`src/rtl/enemy_missile_launcher_if.sv`:
```
// Interface bundling the enemy missile slot's control inputs and status outputs.
//   master: spawn pattern / tick / launch geometry / destroy source, receives missile status
//   slave : the missile slot itself
// Signals:
//   spawn_bit, frame_tick, start_x[XW], target_x[XW], destroy       master -> slave
//   missile_active, missile_x[XW], missile_y[YW], impact,
//   impact_x[XW], busy                                               slave -> master
interface enemy_missile_launcher_if #(
    parameter int XW = 10,
    parameter int YW = 9
) ();
    logic          spawn_bit;
    logic          frame_tick;
    logic [XW-1:0] start_x;
    logic [XW-1:0] target_x;
    logic          destroy;
    logic          missile_active;
    logic [XW-1:0] missile_x;
    logic [YW-1:0] missile_y;
    logic          impact;
    logic [XW-1:0] impact_x;
    logic          busy;

    modport master (
        output spawn_bit, frame_tick, start_x, target_x, destroy,
        input  missile_active, missile_x, missile_y, impact, impact_x, busy
    );

    modport slave (
        input  spawn_bit, frame_tick, start_x, target_x, destroy,
        output missile_active, missile_x, missile_y, impact, impact_x, busy
    );
endinterface

```
`src/rtl/enemy_missile_launcher.sv`:
```
// One enemy missile slot. A '1' on the serial spawn pattern (sampled on a frame tick while
// idle) launches a missile from a clamped top-of-screen x toward a ground target. The missile
// descends one pixel every STEP_DIV frame ticks, x following a Bresenham line whose major axis
// is the GROUND_Y descent. Reaching GROUND_Y pulses impact; a destroy request kills it silently.
// Either way the slot then waits COOLDOWN frame ticks before it can launch again.
// Ports:
//   clk      system clock
//   reset_n  asynchronous active-low reset
//   bus      enemy_missile_launcher_if.slave (spawn/tick/geometry/destroy in, status out)
module enemy_missile_launcher #(
    parameter int XW       = 10,
    parameter int YW       = 9,
    parameter int SCREEN_W = 640,
    parameter int GROUND_Y = 440,
    parameter int STEP_DIV = 4,
    parameter int COOLDOWN = 16
) (
    input logic                     clk,
    input logic                     reset_n,
    enemy_missile_launcher_if.slave bus
);

    localparam int ErrW  = YW + 1;
    localparam int DivW  = (STEP_DIV > 1) ? $clog2(STEP_DIV) : 1;
    localparam int CoolW = (COOLDOWN > 1) ? $clog2(COOLDOWN) : 1;

    localparam logic [XW-1:0]    XMax      = XW'(SCREEN_W - 1);
    localparam logic [XW-1:0]    DxMax     = XW'(GROUND_Y);
    localparam logic [YW-1:0]    YGround   = YW'(GROUND_Y);
    localparam logic [ErrW-1:0]  ErrGround = ErrW'(GROUND_Y);
    localparam logic [DivW-1:0]  DivLast   = DivW'(STEP_DIV - 1);
    localparam logic [CoolW-1:0] CoolLast  = CoolW'(COOLDOWN - 1);

    typedef enum logic [1:0] {StIdle, StFlying, StImpact, StCooldown} state_e;

    state_e           state_q, state_d;
    logic [XW-1:0]    x_q, x_d;
    logic [YW-1:0]    y_q, y_d;
    logic [ErrW-1:0]  err_q, err_d;
    logic [YW-1:0]    dx_q, dx_d;
    logic             dir_q, dir_d;
    logic [DivW-1:0]  div_q, div_d;
    logic [CoolW-1:0] cool_q, cool_d;
    logic             active_q, active_d;
    logic             impact_q, impact_d;
    logic [XW-1:0]    impact_x_q, impact_x_d;
    logic             busy_q, busy_d;

    // Launch geometry, evaluated combinationally and only latched on a launch.
    logic [XW-1:0]   x0;
    logic            dir_l;
    logic [XW-1:0]   diff_l;
    logic [XW-1:0]   dx_l;
    logic [ErrW-1:0] err_sum;
    logic [YW-1:0]   y_inc;

    always_comb begin
        x0      = (bus.start_x > XMax) ? XMax : bus.start_x;
        dir_l   = (bus.target_x >= x0);
        diff_l  = dir_l ? (bus.target_x - x0) : (x0 - bus.target_x);
        dx_l    = (diff_l > DxMax) ? DxMax : diff_l;
        err_sum = err_q + {1'b0, dx_q};
        y_inc   = y_q + YW'(1);
    end

    always_comb begin
        state_d = state_q;
        x_d     = x_q;
        y_d     = y_q;
        err_d   = err_q;
        dx_d    = dx_q;
        dir_d   = dir_q;
        div_d   = div_q;
        cool_d  = cool_q;

        unique case (state_q)
            StIdle: begin
                if (bus.frame_tick && bus.spawn_bit) begin
                    x_d     = x0;
                    y_d     = '0;
                    err_d   = '0;
                    div_d   = '0;
                    dir_d   = dir_l;
                    dx_d    = YW'(dx_l);
                    state_d = StFlying;
                end
            end
            StFlying: begin
                // Destroy wins over any step, including the one that would reach the ground.
                if (bus.destroy) begin
                    cool_d  = '0;
                    state_d = StCooldown;
                end else if (bus.frame_tick) begin
                    if (div_q == DivLast) begin
                        div_d = '0;
                        y_d   = y_inc;
                        if (err_sum >= ErrGround) begin
                            err_d = err_sum - ErrGround;
                            x_d   = dir_q ? (x_q + XW'(1)) : (x_q - XW'(1));
                        end else begin
                            err_d = err_sum;
                        end
                        if (y_inc == YGround) begin
                            state_d = StImpact;
                        end
                    end else begin
                        div_d = div_q + DivW'(1);
                    end
                end
            end
            StImpact: begin
                cool_d  = '0;
                state_d = StCooldown;
            end
            StCooldown: begin
                if (bus.frame_tick) begin
                    if (cool_q == CoolLast) begin
                        state_d = StIdle;
                    end else begin
                        cool_d = cool_q + CoolW'(1);
                    end
                end
            end
            default: state_d = StIdle;
        endcase

        // Outputs are registered copies of the next state so they move with the state.
        active_d   = (state_d == StFlying);
        impact_d   = (state_d == StImpact);
        busy_d     = (state_d != StIdle);
        impact_x_d = (state_d == StImpact) ? x_d : impact_x_q;
    end

    always_ff @(posedge clk or negedge reset_n) begin
        if (!reset_n) begin
            state_q    <= StIdle;
            x_q        <= '0;
            y_q        <= '0;
            err_q      <= '0;
            dx_q       <= '0;
            dir_q      <= 1'b0;
            div_q      <= '0;
            cool_q     <= '0;
            active_q   <= 1'b0;
            impact_q   <= 1'b0;
            impact_x_q <= '0;
            busy_q     <= 1'b0;
        end else begin
            state_q    <= state_d;
            x_q        <= x_d;
            y_q        <= y_d;
            err_q      <= err_d;
            dx_q       <= dx_d;
            dir_q      <= dir_d;
            div_q      <= div_d;
            cool_q     <= cool_d;
            active_q   <= active_d;
            impact_q   <= impact_d;
            impact_x_q <= impact_x_d;
            busy_q     <= busy_d;
        end
    end

    assign bus.missile_active = active_q;
    assign bus.missile_x      = x_q;
    assign bus.missile_y      = y_q;
    assign bus.impact         = impact_q;
    assign bus.impact_x       = impact_x_q;
    assign bus.busy           = busy_q;

endmodule

```
`src/flat_wrapper.sv`:
```
// flat-port wrapper written by rule: the top's interface ports become plain ports
module enemy_missile_launcher_flat 
#(
    parameter int XW       = 10,
    parameter int YW       = 9,
    parameter int SCREEN_W = 640,
    parameter int GROUND_Y = 440,
    parameter int STEP_DIV = 4,
    parameter int COOLDOWN = 16
)
  (clk, reset_n, bus_spawn_bit, bus_frame_tick, bus_start_x, bus_target_x, bus_destroy, bus_missile_active, bus_missile_x, bus_missile_y, bus_impact, bus_impact_x, bus_busy);
  enemy_missile_launcher_if #(.XW(XW), .YW(YW)) bus_i ();
  input logic clk;
  input logic reset_n;
  input wire logic [$bits(bus_i.spawn_bit)-1:0] bus_spawn_bit;
  input wire logic [$bits(bus_i.frame_tick)-1:0] bus_frame_tick;
  input wire logic [$bits(bus_i.start_x)-1:0] bus_start_x;
  input wire logic [$bits(bus_i.target_x)-1:0] bus_target_x;
  input wire logic [$bits(bus_i.destroy)-1:0] bus_destroy;
  output wire logic [$bits(bus_i.missile_active)-1:0] bus_missile_active;
  output wire logic [$bits(bus_i.missile_x)-1:0] bus_missile_x;
  output wire logic [$bits(bus_i.missile_y)-1:0] bus_missile_y;
  output wire logic [$bits(bus_i.impact)-1:0] bus_impact;
  output wire logic [$bits(bus_i.impact_x)-1:0] bus_impact_x;
  output wire logic [$bits(bus_i.busy)-1:0] bus_busy;
  assign bus_i.spawn_bit = bus_spawn_bit;
  assign bus_i.frame_tick = bus_frame_tick;
  assign bus_i.start_x = bus_start_x;
  assign bus_i.target_x = bus_target_x;
  assign bus_i.destroy = bus_destroy;
  assign bus_missile_active = bus_i.missile_active;
  assign bus_missile_x = bus_i.missile_x;
  assign bus_missile_y = bus_i.missile_y;
  assign bus_impact = bus_i.impact;
  assign bus_impact_x = bus_i.impact_x;
  assign bus_busy = bus_i.busy;
  enemy_missile_launcher #(.XW(XW), .YW(YW), .SCREEN_W(SCREEN_W), .GROUND_Y(GROUND_Y), .STEP_DIV(STEP_DIV), .COOLDOWN(COOLDOWN)) u_core (.clk(clk), .reset_n(reset_n), .bus(bus_i));
endmodule
```
`config.mk`:
```
export PLATFORM = sky130hd
export DESIGN_NAME = enemy_missile_launcher_flat
export DESIGN_NICKNAME = d
export VERILOG_FILES = /design/src/rtl/enemy_missile_launcher_if.sv /design/src/rtl/enemy_missile_launcher.sv /design/src/flat_wrapper.sv
export SDC_FILE = /design/constraint.sdc
export NUM_CORES = 1
export LEC_CHECK = 0
export BUFFER_PORTS_ARGS = -buffer_cell sky130_fd_sc_hd__buf_2
export CAP_MARGIN = 30
export CELL_PAD_IN_SITES_DETAIL_PLACEMENT = 1
export CELL_PAD_IN_SITES_GLOBAL_PLACEMENT = 2
export CORE_AREA = 2 2 116 118
export CTS_CLUSTER_SIZE = 24
export DETAILED_ROUTE_END_ITERATION = 7
export DIE_AREA = 0 0 118 120
export HOLD_SLACK_MARGIN = 0.15
export PLACE_DENSITY_LB_ADDON = 0.1
export SLEW_MARGIN = 15
export SYNTH_ARGS = -nofsm -noshare
export SYNTH_HDL_FRONTEND = slang
export SYNTH_SLANG_ARGS = --single-unit
export TNS_END_PERCENT = 1
```
`constraint.sdc`:
```
create_clock -name clk -period 4.45 [get_ports clk]
set_input_delay 0 -clock clk [delete_from_list [all_inputs] [get_ports clk]]
set_output_delay 0 -clock clk [all_outputs]
set_load 0.03 [all_outputs]
```
* Yosys cells after proc, flatten, opt, wreduce, memory -nomap -nowiden
Index checks and enable logic that the tools add are counted.
** Operators by class
- Add/subtract/negate cells :: 9
- Magnitude comparators :: 4
- Equal/unequal tests :: 15
- Mux-type cells :: 38
- Reductions and logical operators :: 9
** Operators by type and width (count)
- 10-bit 2-to-1 mux :: 13
- 9-bit 2-to-1 mux :: 5
- 10-bit one-hot mux with 2 select lines :: 2
- 2-bit 2-to-1 mux :: 11
- 10-bit subtractor :: 2
- 9-bit one-hot mux with 2 select lines :: 1
- 4-bit 2-to-1 mux :: 3
- 4-bit one-hot mux with 3 select lines :: 1
- 10-bit by 1-bit adder with 10-bit output, second input constant :: 1
- 10-bit by 9-bit adder with 10-bit output :: 1
- 10-bit greater-or-equal comparator :: 1
- 10-bit by 9-bit greater-or-equal comparator with 1-bit output, second input constant :: 1
- 10-bit greater-than comparator, second input constant :: 1
- 10-bit by 9-bit greater-than comparator with 1-bit output, second input constant :: 1
- 2-bit != test, second input constant :: 5
- 10-bit by 1-bit subtractor with 10-bit output, second input constant :: 1
- 10-bit by 9-bit subtractor with 10-bit output, second input constant :: 1
- 9-bit by 1-bit adder with 9-bit output, second input constant :: 1
- 9-bit equality test, second input constant :: 1
- 2-bit equality test, second input constant :: 4
- 2-bit one-hot mux with 4 select lines :: 1
- 4-bit AND reduction :: 2
- 5-bit AND reduction :: 1
- 4-bit by 1-bit adder with 4-bit output, second input constant :: 1
- 10 further kinds :: 13
** Word-level totals
- Bits in registers :: 60
- Input bits :: 25
- Output and inout bits :: 32
- Logic and storage cells :: 87

* Logic depth before layout (Yosys ltp)
Gate-level depths: netlist of run 1.
- Word-level depth :: 8
- Depth in mapped cells :: 15
- Depth with buffers taken out :: 15

* Least setup slack after synthesis of run 1
OpenSTA, ideal clock, no wires.
- Path kind :: input -> register
- Start :: input bus_start_x[9]
- End :: register u_core.dx_q[0]
- Setup time :: 122 ps
- Arrival :: 2677 ps
- Required time :: 4328 ps
- Setup slack :: 1652 ps
- Stages on the path :: 15
- Buffers on the path :: 0
- Cells stage by stage :: inv_1 > nor2_1 > nor2_1 > inv_1 > ha_1 > inv_1 > fa_1 > nand3_1 > nand4_1 > a31o_2 > a221oi_1 > nor3_1 > nand4b_1 > a211o_1 > a32o_1
** Between the ends
- Longest elaborated chain between the ends :: 6
- Elaborated cells between the ends (all ways) :: 8
- Those cells by class :: add/sub (2); order compare (3); mux (3)
** Ends and longest elaborated chain
- from (decl) :: RTL line flat_wrapper.sv:17 : input wire logic [$bits(bus_i.start_x)-1:0] bus_start_x;
- 10-bit greater-than comparator :: RTL line enemy_missile_launcher.sv:58 : x0 = (bus.start_x > XMax) ? XMax : bus.start_x;
- 10-bit 2-to-1 mux (*) :: RTL line enemy_missile_launcher.sv:58
- 10-bit subtractor / 10-bit greater-or-equal comparator (equally long branches) :: RTL line enemy_missile_launcher.sv:60, enemy_missile_launcher.sv:59
- 10-bit 2-to-1 mux (*) :: RTL line enemy_missile_launcher.sv:60 : diff_l = dir_l ? (bus.target_x - x0) : (x0 - bus.target_x);
- 10-bit by 9-bit greater-than comparator with 1-bit output :: RTL line enemy_missile_launcher.sv:61 : dx_l = (diff_l > DxMax) ? DxMax : diff_l;
- 9-bit 2-to-1 mux (*) :: RTL line enemy_missile_launcher.sv:61
- to (signal assigned) :: RTL line enemy_missile_launcher.sv:140 : dx_q <= '0;
- to (signal assigned) :: RTL line enemy_missile_launcher.sv:153 : dx_q <= dx_d;
- to (decl) :: RTL line enemy_missile_launcher.sv:40 : logic [YW-1:0] dx_q, dx_d;
Every way passes the cells marked *; elsewhere a longest branch is shown, timed or not.
A chain may end at the register's enable or synchronous reset.

* Worst setup path after layout of run 1
- Start :: input bus_start_x[8]
- End :: register u_core.dx_q[4]
The elaborated chain is that of the path after synthesis.

==> results.sh, run 1 <==
export IMPL_register_area_um2=1500
export IMPL_die_h_um=120
export IMPL_yosys_warnings=0
export IMPL_skew_ns=0.0114
export IMPL_cp_slowest_cell="dlygate4sd3_1"
export IMPL_vias_per_cell=5.58
export IMPL_setup_tns_ns=0
export IMPL_syn_instance_count=574
export IMPL_grt_usage_pct=22.2
export IMPL_initialDrtViolationCount=193
export IMPL_cp_start_kind="primary input"
export IMPL_p_sw_share_pct=49.2
export IMPL_tightest_slew_ns=0.894
export IMPL_critPathMostFrequentCell="nor2_1"
export IMPL_ys_types=72
export IMPL_power_density_nw_per_um2=813
export IMPL_cp_cell_sequence="dlygate4sd3_1, buf_2, nor2_1, nor2_1, nor2_1, inv_1, ha_1, nor2b_1, o21ai_0, a31oi_1, a211oi_1, a21oi_1, xnor2_1, nor3_1, o32a_1"
export IMPL_hold_violations=0
export IMPL_dp_hpwl_um=11700
export IMPL_final_common_cell="dfrtp_1"
export IMPL_cts_tree="yes"
export IMPL_ctsResizeCount=0
export IMPL_synth_seq_cells=60
export IMPL_crit_family="compound AO/OA/AOI/OAI gates"
export IMPL_yosysSeqAreaShare_pct=30.3
export IMPL_hold_end="u_core.bus.missile_x[2]$_DFF_PN0_"
export IMPL_rr_worst_depth=11
export IMPL_outcome="completed"
export IMPL_ios=57
export IMPL_netlist_area_um2=4960
export IMPL_min_period_ns=3.53
export IMPL_r2r_end="u_core.bus.impact_x[8]$_DFFE_PN0P_"
export IMPL_n_antenna_cell=0
export IMPL_grt_antenna_before_repair=0
export IMPL_slew_headroom_pct=40.2
export IMPL_hold_class="primary input to register"
export IMPL_synth_area_per_cell_um2=8.64
export IMPL_hold_buffers=6
export IMPL_numCtsBuffers=9
export IMPL_combPwrFrac_pct=62.4
export IMPL_mostFrequentLayoutCells="dfrtp_1, buf_2, nand2_1"
export IMPL_routabilityCongestion=0.952
export IMPL_start_util_pct=38.2
export IMPL_cts_setup_buffers=0
export IMPL_rows=42
export IMPL_required_ns=4.66
export IMPL_power_mw=4.72
export IMPL_wl_per_cell_um=18.5
export IMPL_fmax_mhz=283
export IMPL_cts_clk_slew_worst_paths_ns=0.05
export IMPL_p_clk_share_pct=15.9
export IMPL_synth_nets=647
export IMPL_grt_setup_unrepaired="no"
export IMPL_cts_buffer_depth=2
export IMPL_min_path_cells=4
export IMPL_arrival_ns=3.74
export IMPL_coreArea_um2=13000
export IMPL_critPathMaxFanout=7
export IMPL_min_delay_start="bus_start_x[2]"
export IMPL_final_core_util_pct=44.7
export IMPL_worstReg2RegStart="u_core.dx_q[0]$_DFFE_PN0P_"
export IMPL_setup_violations=0
export IMPL_intPower_mw=2.40
export IMPL_die_area_um2=14200
export IMPL_numPortBuffers=56
export IMPL_r2r_setup_slack_ns=1.26
export IMPL_insertion_delay_ns=0.34
export IMPL_areaGrowthSynthToFinish_pct=16.9
export IMPL_numClockSinks=60
export IMPL_clockRootBuffer="clkbuf_16"
export IMPL_multi_input_area_um2=3220
export IMPL_overflow=0
export IMPL_grt_pass1_vias=4729
export IMPL_slew_viol_final=0
export IMPL_grt_max_degree=61
export IMPL_htreeDepth=3
export IMPL_routed_wl_um=15100
export IMPL_synth_edff_count=0
export IMPL_worstSetupPathType="primary input to register"
export IMPL_drtAntennaViolNets=0
export IMPL_cpPeakStageDelay_ns=0.53
export IMPL_synth_ff_type="dfrtp_1"
export IMPL_die_w_um=118
export IMPL_remaining_drc_errors=0
export IMPL_drt_first_pass_iters=4
export IMPL_min_period_over_period_pct=79.3
export IMPL_crit_buf_inv=3
export IMPL_vias=4560
export IMPL_drive_gt1_share_pct=17.6
export IMPL_async_flop_share_pct=100
export IMPL_vdd_ir_drop_worst_v=0.000382
export IMPL_grt_pass1_wl_um=24900
export IMPL_leakage_nw=2.64
export IMPL_seqPwrFrac_pct=21.6
export IMPL_max_cap_violations=0
export IMPL_nets=709
export IMPL_fill_cells=1561
export IMPL_power_switching_mw=2.32
export IMPL_endpoint_kind="register"
## synthesized netlist by cell type (7+ instances only)
| cell type | number | area share [%] |
|---|---|---|
| or2_2 | 10 | 1.3 |
| nor2b_1 | 13 | 1.6 |
| xor2_1 | 11 | 1.9 |
| clkbuf_1 | 9 | 0.68 |
| a31oi_1 | 8 | 1.0 |
| mux2i_1 | 11 | 2.2 |
| ha_1 | 44 | 11 |
| nor2_1 | 40 | 3.0 |
| xnor2_1 | 9 | 1.6 |
| dfrtp_1 | 60 | 30 |
| nand2b_1 | 10 | 1.3 |
| a21o_1 | 8 | 1.2 |
| nand3_1 | 14 | 1.4 |
| a21oi_1 | 33 | 3.3 |
| o31ai_1 | 8 | 1.2 |
| nand2_1 | 55 | 4.2 |
| nor3_1 | 15 | 1.5 |
| o211ai_1 | 9 | 1.4 |
| inv_1 | 41 | 3.1 |
| o21ai_0 | 39 | 3.9 |
| and3_1 | 7 | 0.88 |
## state kept, by name (all words and copies together), names as in the netlist
name,count
u_core.bus.busy,1
u_core.bus.impact,1
u_core.bus.impact_x,10
u_core.bus.missile_active,1
u_core.bus.missile_x,10
u_core.bus.missile_y,9
u_core.cool_q,4
u_core.dir_q,1
u_core.div_q,2
u_core.dx_q,9
u_core.err_q,10
u_core.state_q,2
## how the worst max path moves through the flow
stage              startpoint                         end  slack, ns  cells past startpoint
6_report       bus_start_x[8]  u_core.dx_q[4]$_DFFE_PN0P_       0.92                     15
5_1_grt        bus_start_x[8]  u_core.dx_q[2]$_DFFE_PN0P_       0.58                     15
3_3_place_gp   bus_start_x[9]  u_core.dx_q[0]$_DFFE_PN0P_       1.07                     14
3_5_place_dp   bus_start_x[9]  u_core.dx_q[2]$_DFFE_PN0P_       1.01                     14
2_1_floorplan  bus_start_x[9]  u_core.dx_q[0]$_DFFE_PN0P_       1.65                     15
4_1_cts        bus_start_x[8]  u_core.dx_q[0]$_DFFE_PN0P_       0.93                     15
## cell type report
cell class | count | share of cell area, %
multi-input cells | 455 | 55.5
flip-flops and latches | 60 | 25.9
repair buffers | 68 | 6.64
clock buffers | 11 | 4.18
well taps | 176 | 3.80
inverters | 42 | 2.72
clock inverters | 5 | 1.29
## power by group through the flow
stage	registers [mW]	logic, mW	clock network [mW]
final	1.02	2.94	0.752
after global routing	1.06	3.29	0.796
after CTS	1.02	2.97	0.773
after detailed placement	1.03	2.95	0
after global placement	1.02	2.88	0
after floorplan	1.23	1.99	0
## logic make-up (layout without fill, tap and decap cells)
group,count (synthesis),after routing,synth area share (%)
AND/OR/NAND/NOR,195,195,19.8
adder cells (fa/ha/maj),48,48,12.7
XOR/XNOR,21,21,3.86
multiplexers,16,16,3.35
flip-flops,60,60,30.3
AO/OA/AOI/OAI,175,175,25.1
buffers and inverters,59,126,4.97
## per-layer routing
layer	wire (µm)	up-vias	global-route usage, %
li1	-	2220	-
met1	7090	2260	28.9
met2	7400	65	37.7
met3	349	15	3.09
met4	250	0	8.13
met5	0	-	0
## worst reg2reg max path, cell delays in order, from the launching register on
cell and delay (ns):
dfrtp_1 0.35, ha_1 0.23, inv_1 0.07, fa_1 0.40
nor2b_1 0.22, o2111a_1 0.25, nor4_1 0.09, nor3_1 0.37
o211ai_1 0.25, a21oi_2 0.37, o211ai_1 0.19, mux2_2 0.29
## per-stage QoR
stage / std cells / hold WS (ns) / setup slack [ns] / instance area, µm²
after floorplan: 574 / -0.296 / 1.65 / 4960
after global placement: 795 / 0.225 / 1.07 / 5420
after detailed placement: 795 / 0.232 / 1.01 / 5420
after CTS: 817 / 0.163 / 0.932 / 5800
after global routing: 817 / 0.226 / 0.584 / 5800
final: 817 / 0.165 / 0.921 / 5800
(Power assumes the default switching activity.)
==> run 2, diff against run 1 <==
- CORE_AREA: 2 2 116 118 -> 2 2 126 128
- DIE_AREA: 0 0 118 120 -> 0 0 128 130
- clock period: 4.45 -> 2.9 ns (I/O delays scaled with it)
==> run 2 against run 1 <==
Net effect:
- the run now ends with setup timing left
- sequential power is 53% higher
- flip-flop and latch count stayed put
- sequential share of layout area is 2.9 points lower
- global-route usage is 2.2 points lower
- non-clock buffer count is 75 higher
- wire length is 6.8% higher
- clock power is 41% higher
==> results.sh, run 2 (same netlist as run 1, synthesis figures left out) <==
export IMPL_vias_per_cell=5.29
export IMPL_skew_ns=0.00963
export IMPL_grt_usage_pct=20.0
export IMPL_clockRootBuffer="clkbuf_16"
export IMPL_routabilityCongestion=0.854
export IMPL_violations="setup timing"
export IMPL_ios=57
export IMPL_slew_viol_final=0
export IMPL_die_area_um2=16600
export IMPL_pre_cts_ws_ns=-0.307
export IMPL_p_sw_share_pct=47.5
export IMPL_met3_usage_pct=3.69
export IMPL_cts_tree="yes"
export IMPL_cp_start_kind="register"
export IMPL_routed_wl_um=16100
export IMPL_insertion_delay_ns=0.34
export IMPL_required_ns=3.11
export IMPL_wl_per_cell_um=17.8
export IMPL_grt_antenna_before_repair=0
export IMPL_initialDrtViolationCount=120
export IMPL_critPathMaxFanout=5
export IMPL_endpoint_kind="register"
export IMPL_start_util_pct=32.2
export IMPL_tightest_slew_ns=0.822
export IMPL_cts_clk_slew_worst_paths_ns=0.05
export IMPL_die_w_um=128
export IMPL_worstSetupPathType="register to register"
export IMPL_grt_pass1_wl_um=26000
export IMPL_outcome="finished, violations left"
export IMPL_numPortBuffers=56
export IMPL_nets=784
export IMPL_hold_class="primary input to register"
export IMPL_fmax_mhz=342
export IMPL_mostFrequentLayoutCells="buf_4, dfrtp_1, buf_2"
export IMPL_seqPwrFrac_pct=19.1
export IMPL_fill_cells=1836
export IMPL_grt_busiest_layer="met2"
export IMPL_overflow=0
export IMPL_remaining_drc_errors=0
export IMPL_final_common_cell="buf_4"
export IMPL_hold_violations=0
export IMPL_numCtsBuffers=9
export IMPL_grt_pass1_vias=5058
export IMPL_grt_met2_usage_pct=36.0
export IMPL_die_h_um=130
export IMPL_setup_violations=3
export IMPL_p_clk_share_pct=13.0
export IMPL_areaGrowthSynthToFinish_pct=31.6
export IMPL_coreArea_um2=15400
export IMPL_power_switching_mw=3.88
export IMPL_numClockSinks=60
export IMPL_grt_setup_unrepaired="yes"
export IMPL_intPower_mw=4.28
export IMPL_htreeDepth=3
export IMPL_vdd_ir_drop_worst_v=0.000588
export IMPL_gr_usage_met1_pct=24.8
export IMPL_max_cap_violations=0
export IMPL_leakage_nw=3.02
export IMPL_setup_tns_ns=-0.0464
export IMPL_drt_first_pass_iters=4
export IMPL_dp_hpwl_um=12900
export IMPL_combPwrFrac_pct=67.8
export IMPL_min_period_ns=2.93
export IMPL_vias=4796
export IMPL_arrival_ns=3.14
export IMPL_power_density_nw_per_um2=1250
export IMPL_n_antenna_cell=0
export IMPL_grt_max_degree=34
export IMPL_drive_gt1_share_pct=29.1
export IMPL_min_period_over_period_pct=101
export IMPL_layout_setup_ws_ns=-0.0276
export IMPL_cts_buffer_depth=2
export IMPL_rows=46
export IMPL_drtAntennaViolNets=0
export IMPL_slew_headroom_pct=45.2
## run 2: changes by cell type in the layout (fill, tap and decap cells not counted), sizes merged
| cell | previous run | this run |
|---|---|---|
| buf | 62 | 140 |
| clkbuf | 11 | 13 |
| clkinvlp | 0 | 1 |
| bufinv | 2 | 1 |
| clkinv | 4 | 1 |
| dlygate4sd3 | 6 | 3 |
## run 2: worst max-delay path: stages, from the launching register on
cell,delay [ns]
dfrtp_1,0.43
ha_4,0.19
inv_2,0.05
fa_2,0.23
nor2b_4,0.05
o2111a_2,0.29
nor4_2,0.28
nor3_1,0.08
buf_4,0.15
o211a_4,0.28
buf_4,0.16
o2111ai_2,0.18
o211ai_1,0.15
mux2_2,0.28
## run 2: path summary, 6_finish.rpt
| path | startpoint | endpoint | slack, ns | cells past startpoint |
|---|---|---|---|---|
| worst max-delay path | u_core.dx_q[0]$_DFFE_PN0P_ | u_core.bus.impact_x[8]$_DFFE_PN0P_ | -0.03 | 13 |
| worst min-delay path | bus_frame_tick | u_core.cool_q[1]$_DFFE_PN0P_ | 0.17 | 4 |
| worst max register to register | u_core.dx_q[0]$_DFFE_PN0P_ | u_core.bus.impact_x[8]$_DFFE_PN0P_ | -0.03 | 13 |
| worst min register to register | u_core.err_q[8]$_DFFE_PN0P_ | u_core.err_q[8]$_DFFE_PN0P_ | 0.49 | 2 |
| max in group asynchronous | reset_n | u_core.bus.missile_x[8]$_DFF_PN0_ | 1.70 | 3 |
| min in group asynchronous | reset_n | u_core.dx_q[1]$_DFFE_PN0P_ | 0.30 | 2 |
## run 2: area by class of cell
class,count,area (µm²),share of cell area [%]
clock buffer,13,250,3.83
timing repair buffer,143,970,14.9
clock inverter,2,35.0,0.537
tap,192,240,3.68
multi-input combinational,455,3370,51.6
inverter,42,161,2.47
sequential,60,1500,23.0
## run 2: stage by stage
step	hold WS, ns	total power, mW	instance area, µm²	utilization [%]	cells
after global placement	0.126	6.53	5990	38.9	881
after CTS	0.169	7.89	6370	41.3	901
final	0.171	8.16	6530	42.3	907
after detailed placement	0.147	6.68	6010	38.9	882
after global routing	0.206	8.88	6530	42.3	907
after floorplan	-0.296	4.93	4960	-	574
## run 2: repair_timing
| action | in CTS | in global routing |
|---|---|---|
| setup endpoints to repair | 14 | 30 |
| cloned | 0 | 0 |
| resized for setup | 9 | 21 |
| buffers inserted | 1 | 6 |
| pin swaps | 7 | 21 |
| hold buffers | 3 | 0 |
| hold endpoints to repair | 35 | 0 |
## run 2: power by group through the flow
stage | clock network, mW | registers (mW) | logic (mW)
final | 1.06 | 1.56 | 5.54
after global routing | 1.13 | 1.64 | 6.11
after CTS | 1.10 | 1.57 | 5.22
after detailed placement | 0 | 1.57 | 5.11
after global placement | 0 | 1.55 | 4.98
after floorplan | 0 | 1.89 | 3.05
## run 2: routing by layer
| metal | vias up | part of all wire (%) |
|---|---|---|
| met5 | - | 0 |
| met4 | 0 | 1.1 |
| met3 | 11 | 2.5 |
| met2 | 58 | 51 |
| met1 | 2356 | 45 |
| li1 | 2371 | - |
==> run 3, diff against run 2 <==
- SETUP_SLACK_MARGIN: default -> 0.5
==> run 3 against run 2 <==
Net effect:
- the run now ends clean
- final cell count unchanged
- combinational power up 3%
- die area unchanged
- wire length up 1.5%
- clock power down 5%
- largest power group unchanged
- critical path depth down 2
- worst hold slack worse by 0.0016 ns
==> results.sh, run 3 (same netlist as run 1, synthesis figures left out) <==
export IMPL_vdd_ir_drop_worst_v=0.000499
export IMPL_initialDrtViolationCount=127
export IMPL_worstSetupPathType="register to register"
export IMPL_skew_ns=0.00889
export IMPL_grt_antenna_before_repair=0
export IMPL_hold_violations=0
export IMPL_areaGrowthSynthToFinish_pct=33.8
export IMPL_grt_usage_pct=19.9
export IMPL_crit_family="compound AO/OA/AOI/OAI gates"
export IMPL_cts_clk_slew_worst_paths_ns=0.06
export IMPL_min_period_ns=2.85
export IMPL_min_period_over_period_pct=98.2
export IMPL_die_w_um=128
export IMPL_final_core_util_pct=43.0
export IMPL_fill_cells=1873
export IMPL_endpoint_kind="register"
export IMPL_insertion_delay_ns=0.35
export IMPL_max_cap_violations=0
export IMPL_numPortBuffers=56
export IMPL_slew_viol_final=0
export IMPL_clockRootBuffer="clkbuf_16"
export IMPL_cpPeakStageDelay_ns=0.39
export IMPL_grt_pass1_vias=5045
export IMPL_htreeDepth=3
export IMPL_tightest_slew_ns=0.872
export IMPL_p_sw_share_pct=47.8
export IMPL_vias_per_cell=5.35
export IMPL_n_antenna_cell=0
export IMPL_grt_pass1_wl_um=25800
export IMPL_wl_per_cell_um=18.0
export IMPL_overflow=0
export IMPL_coreArea_um2=15400
export IMPL_cp_cell_sequence="ha_2, inv_2, fa_2, nor2b_4, o2111a_2, or3_4, a32o_2, o211a_4, o21ai_4, nor4b_4, o32a_1"
export IMPL_seqPwrFrac_pct=18.9
export IMPL_drt_first_pass_iters=4
export IMPL_fmax_mhz=351
export IMPL_instances_no_fill=907
export IMPL_ios=57
export IMPL_rows=46
export IMPL_power_density_nw_per_um2=1250
export IMPL_setup_violations=0
export IMPL_combPwrFrac_pct=68.9
export IMPL_final_common_cell="buf_4"
export IMPL_cts_buffer_depth=2
export IMPL_routed_wl_um=16400
export IMPL_p_clk_share_pct=12.2
export IMPL_grt_setup_unrepaired="yes"
export IMPL_remaining_drc_errors=0
export IMPL_cp_slowest_cell="dfrtp_1"
export IMPL_hold_class="primary input to register"
export IMPL_numCtsBuffers=9
export IMPL_routabilityCongestion=0.909
export IMPL_required_ns=3.13
export IMPL_slew_headroom_pct=41.8
export IMPL_arrival_ns=3.08
export IMPL_power_switching_mw=3.95
export IMPL_crit_buf_inv=1
export IMPL_cp_start_kind="register"
export IMPL_placed_cells=873
export IMPL_intPower_mw=4.32
export IMPL_layout_setup_ws_ns=0.0525
export IMPL_numClockSinks=60
export IMPL_drtAntennaViolNets=0
export IMPL_die_area_um2=16600
export IMPL_dp_hpwl_um=13000
export IMPL_outcome="completed"
export IMPL_leakage_nw=3.04
export IMPL_cts_tree="yes"
export IMPL_drive_gt1_share_pct=31.0
export IMPL_vias=4848
export IMPL_nets=783
export IMPL_start_util_pct=32.2
export IMPL_critPathMaxFanout=7
export IMPL_grt_max_degree=37
export IMPL_pre_cts_ws_ns=-0.206
export IMPL_die_h_um=130
export IMPL_mostFrequentLayoutCells="buf_4, dfrtp_1, buf_2"
## run 3: cell types whose count changed in the layout (fill, tap and decap cells not counted), sizes merged
cell / change
clkbuf: -3
buf: -3
clkinvlp: +4
dlygate4sd3: +2
bufinv: -1
clkinv: +1
## run 3: stage by stage
stage	hold WS (ns)	power (mW)	cell area [µm²]	setup TNS (ns)
4_1_cts	0.165	8.00	6420	0
3_5_place_dp	0.175	6.64	5960	-1.49
2_1_floorplan	-0.296	4.95	4990	0
3_3_place_gp	0.159	6.46	5940	-0.826
5_1_grt	0.208	8.94	6640	-0.825
6_report	0.170	8.26	6640	0
## run 3: final cells by class
type	count	area (µm²)	area share (%)
Clock inverter	6	40.0	0.603
Sequential cell	60	1500	22.6
Multi-Input combinational cell	455	3500	52.7
Timing Repair Buffer	142	958	14.4
Clock buffer	10	239	3.60
Inverter	42	161	2.43
Tap cell	192	240	3.62
## run 3: repair_timing
item | in CTS | in global routing
hold endpoints to repair | 40 | 0
setup buffers | 5 | 8
cloned | 0 | 0
pin swaps | 19 | 23
setup endpoints to repair | 41 | 51
hold buffers | 5 | 0
resized for setup | 17 | 30
## run 3: final timing paths
check	start	to	slack, ns	cells past startpoint
max	u_core.dx_q[0]$_DFFE_PN0P_	u_core.bus.impact_x[4]$_DFFE_PN0P_	0.05	11
min	bus_frame_tick	u_core.cool_q[1]$_DFFE_PN0P_	0.17	4
max reg2reg	u_core.dx_q[0]$_DFFE_PN0P_	u_core.bus.impact_x[4]$_DFFE_PN0P_	0.05	11
min in group asynchronous	reset_n	u_core.div_q[0]$_DFFE_PN0P_	0.32	2
max in group asynchronous	reset_n	u_core.bus.missile_y[4]$_DFFE_PN0P_	1.85	3
min reg2reg	u_core.bus.impact_x[5]$_DFFE_PN0P_	u_core.bus.impact_x[5]$_DFFE_PN0P_	0.49	1
## run 3: routing by layer
| metal | track usage [%] | routed length (µm) | vias up |
|---|---|---|---|
| met3 | 3.69 | 499 | 23 |
| li1 | - | - | 2365 |
| met4 | 6.08 | 296 | 0 |
| met5 | 0 | 0 | - |
| met2 | 36.0 | 8260 | 80 |
| met1 | 24.2 | 7320 | 2380 |
## run 3: power by group through the flow
stage / combinational (mW) / clock (mW) / sequential [mW]
global placement: 4.91 / 0 / 1.55
floorplan: 3.06 / 0 / 1.89
CTS: 5.40 / 1.04 / 1.56
detailed placement: 5.07 / 0 / 1.56
finish: 5.69 / 1.01 / 1.56
global route: 6.24 / 1.07 / 1.63
## run 3: tightest hold or removal path, delay by kind of cell
family                 cells  cell delay, ns
AOI/OAI and AO/OA          1            0.17
buffers and inverters      1            0.14
and+or+nand+nor            2            0.16
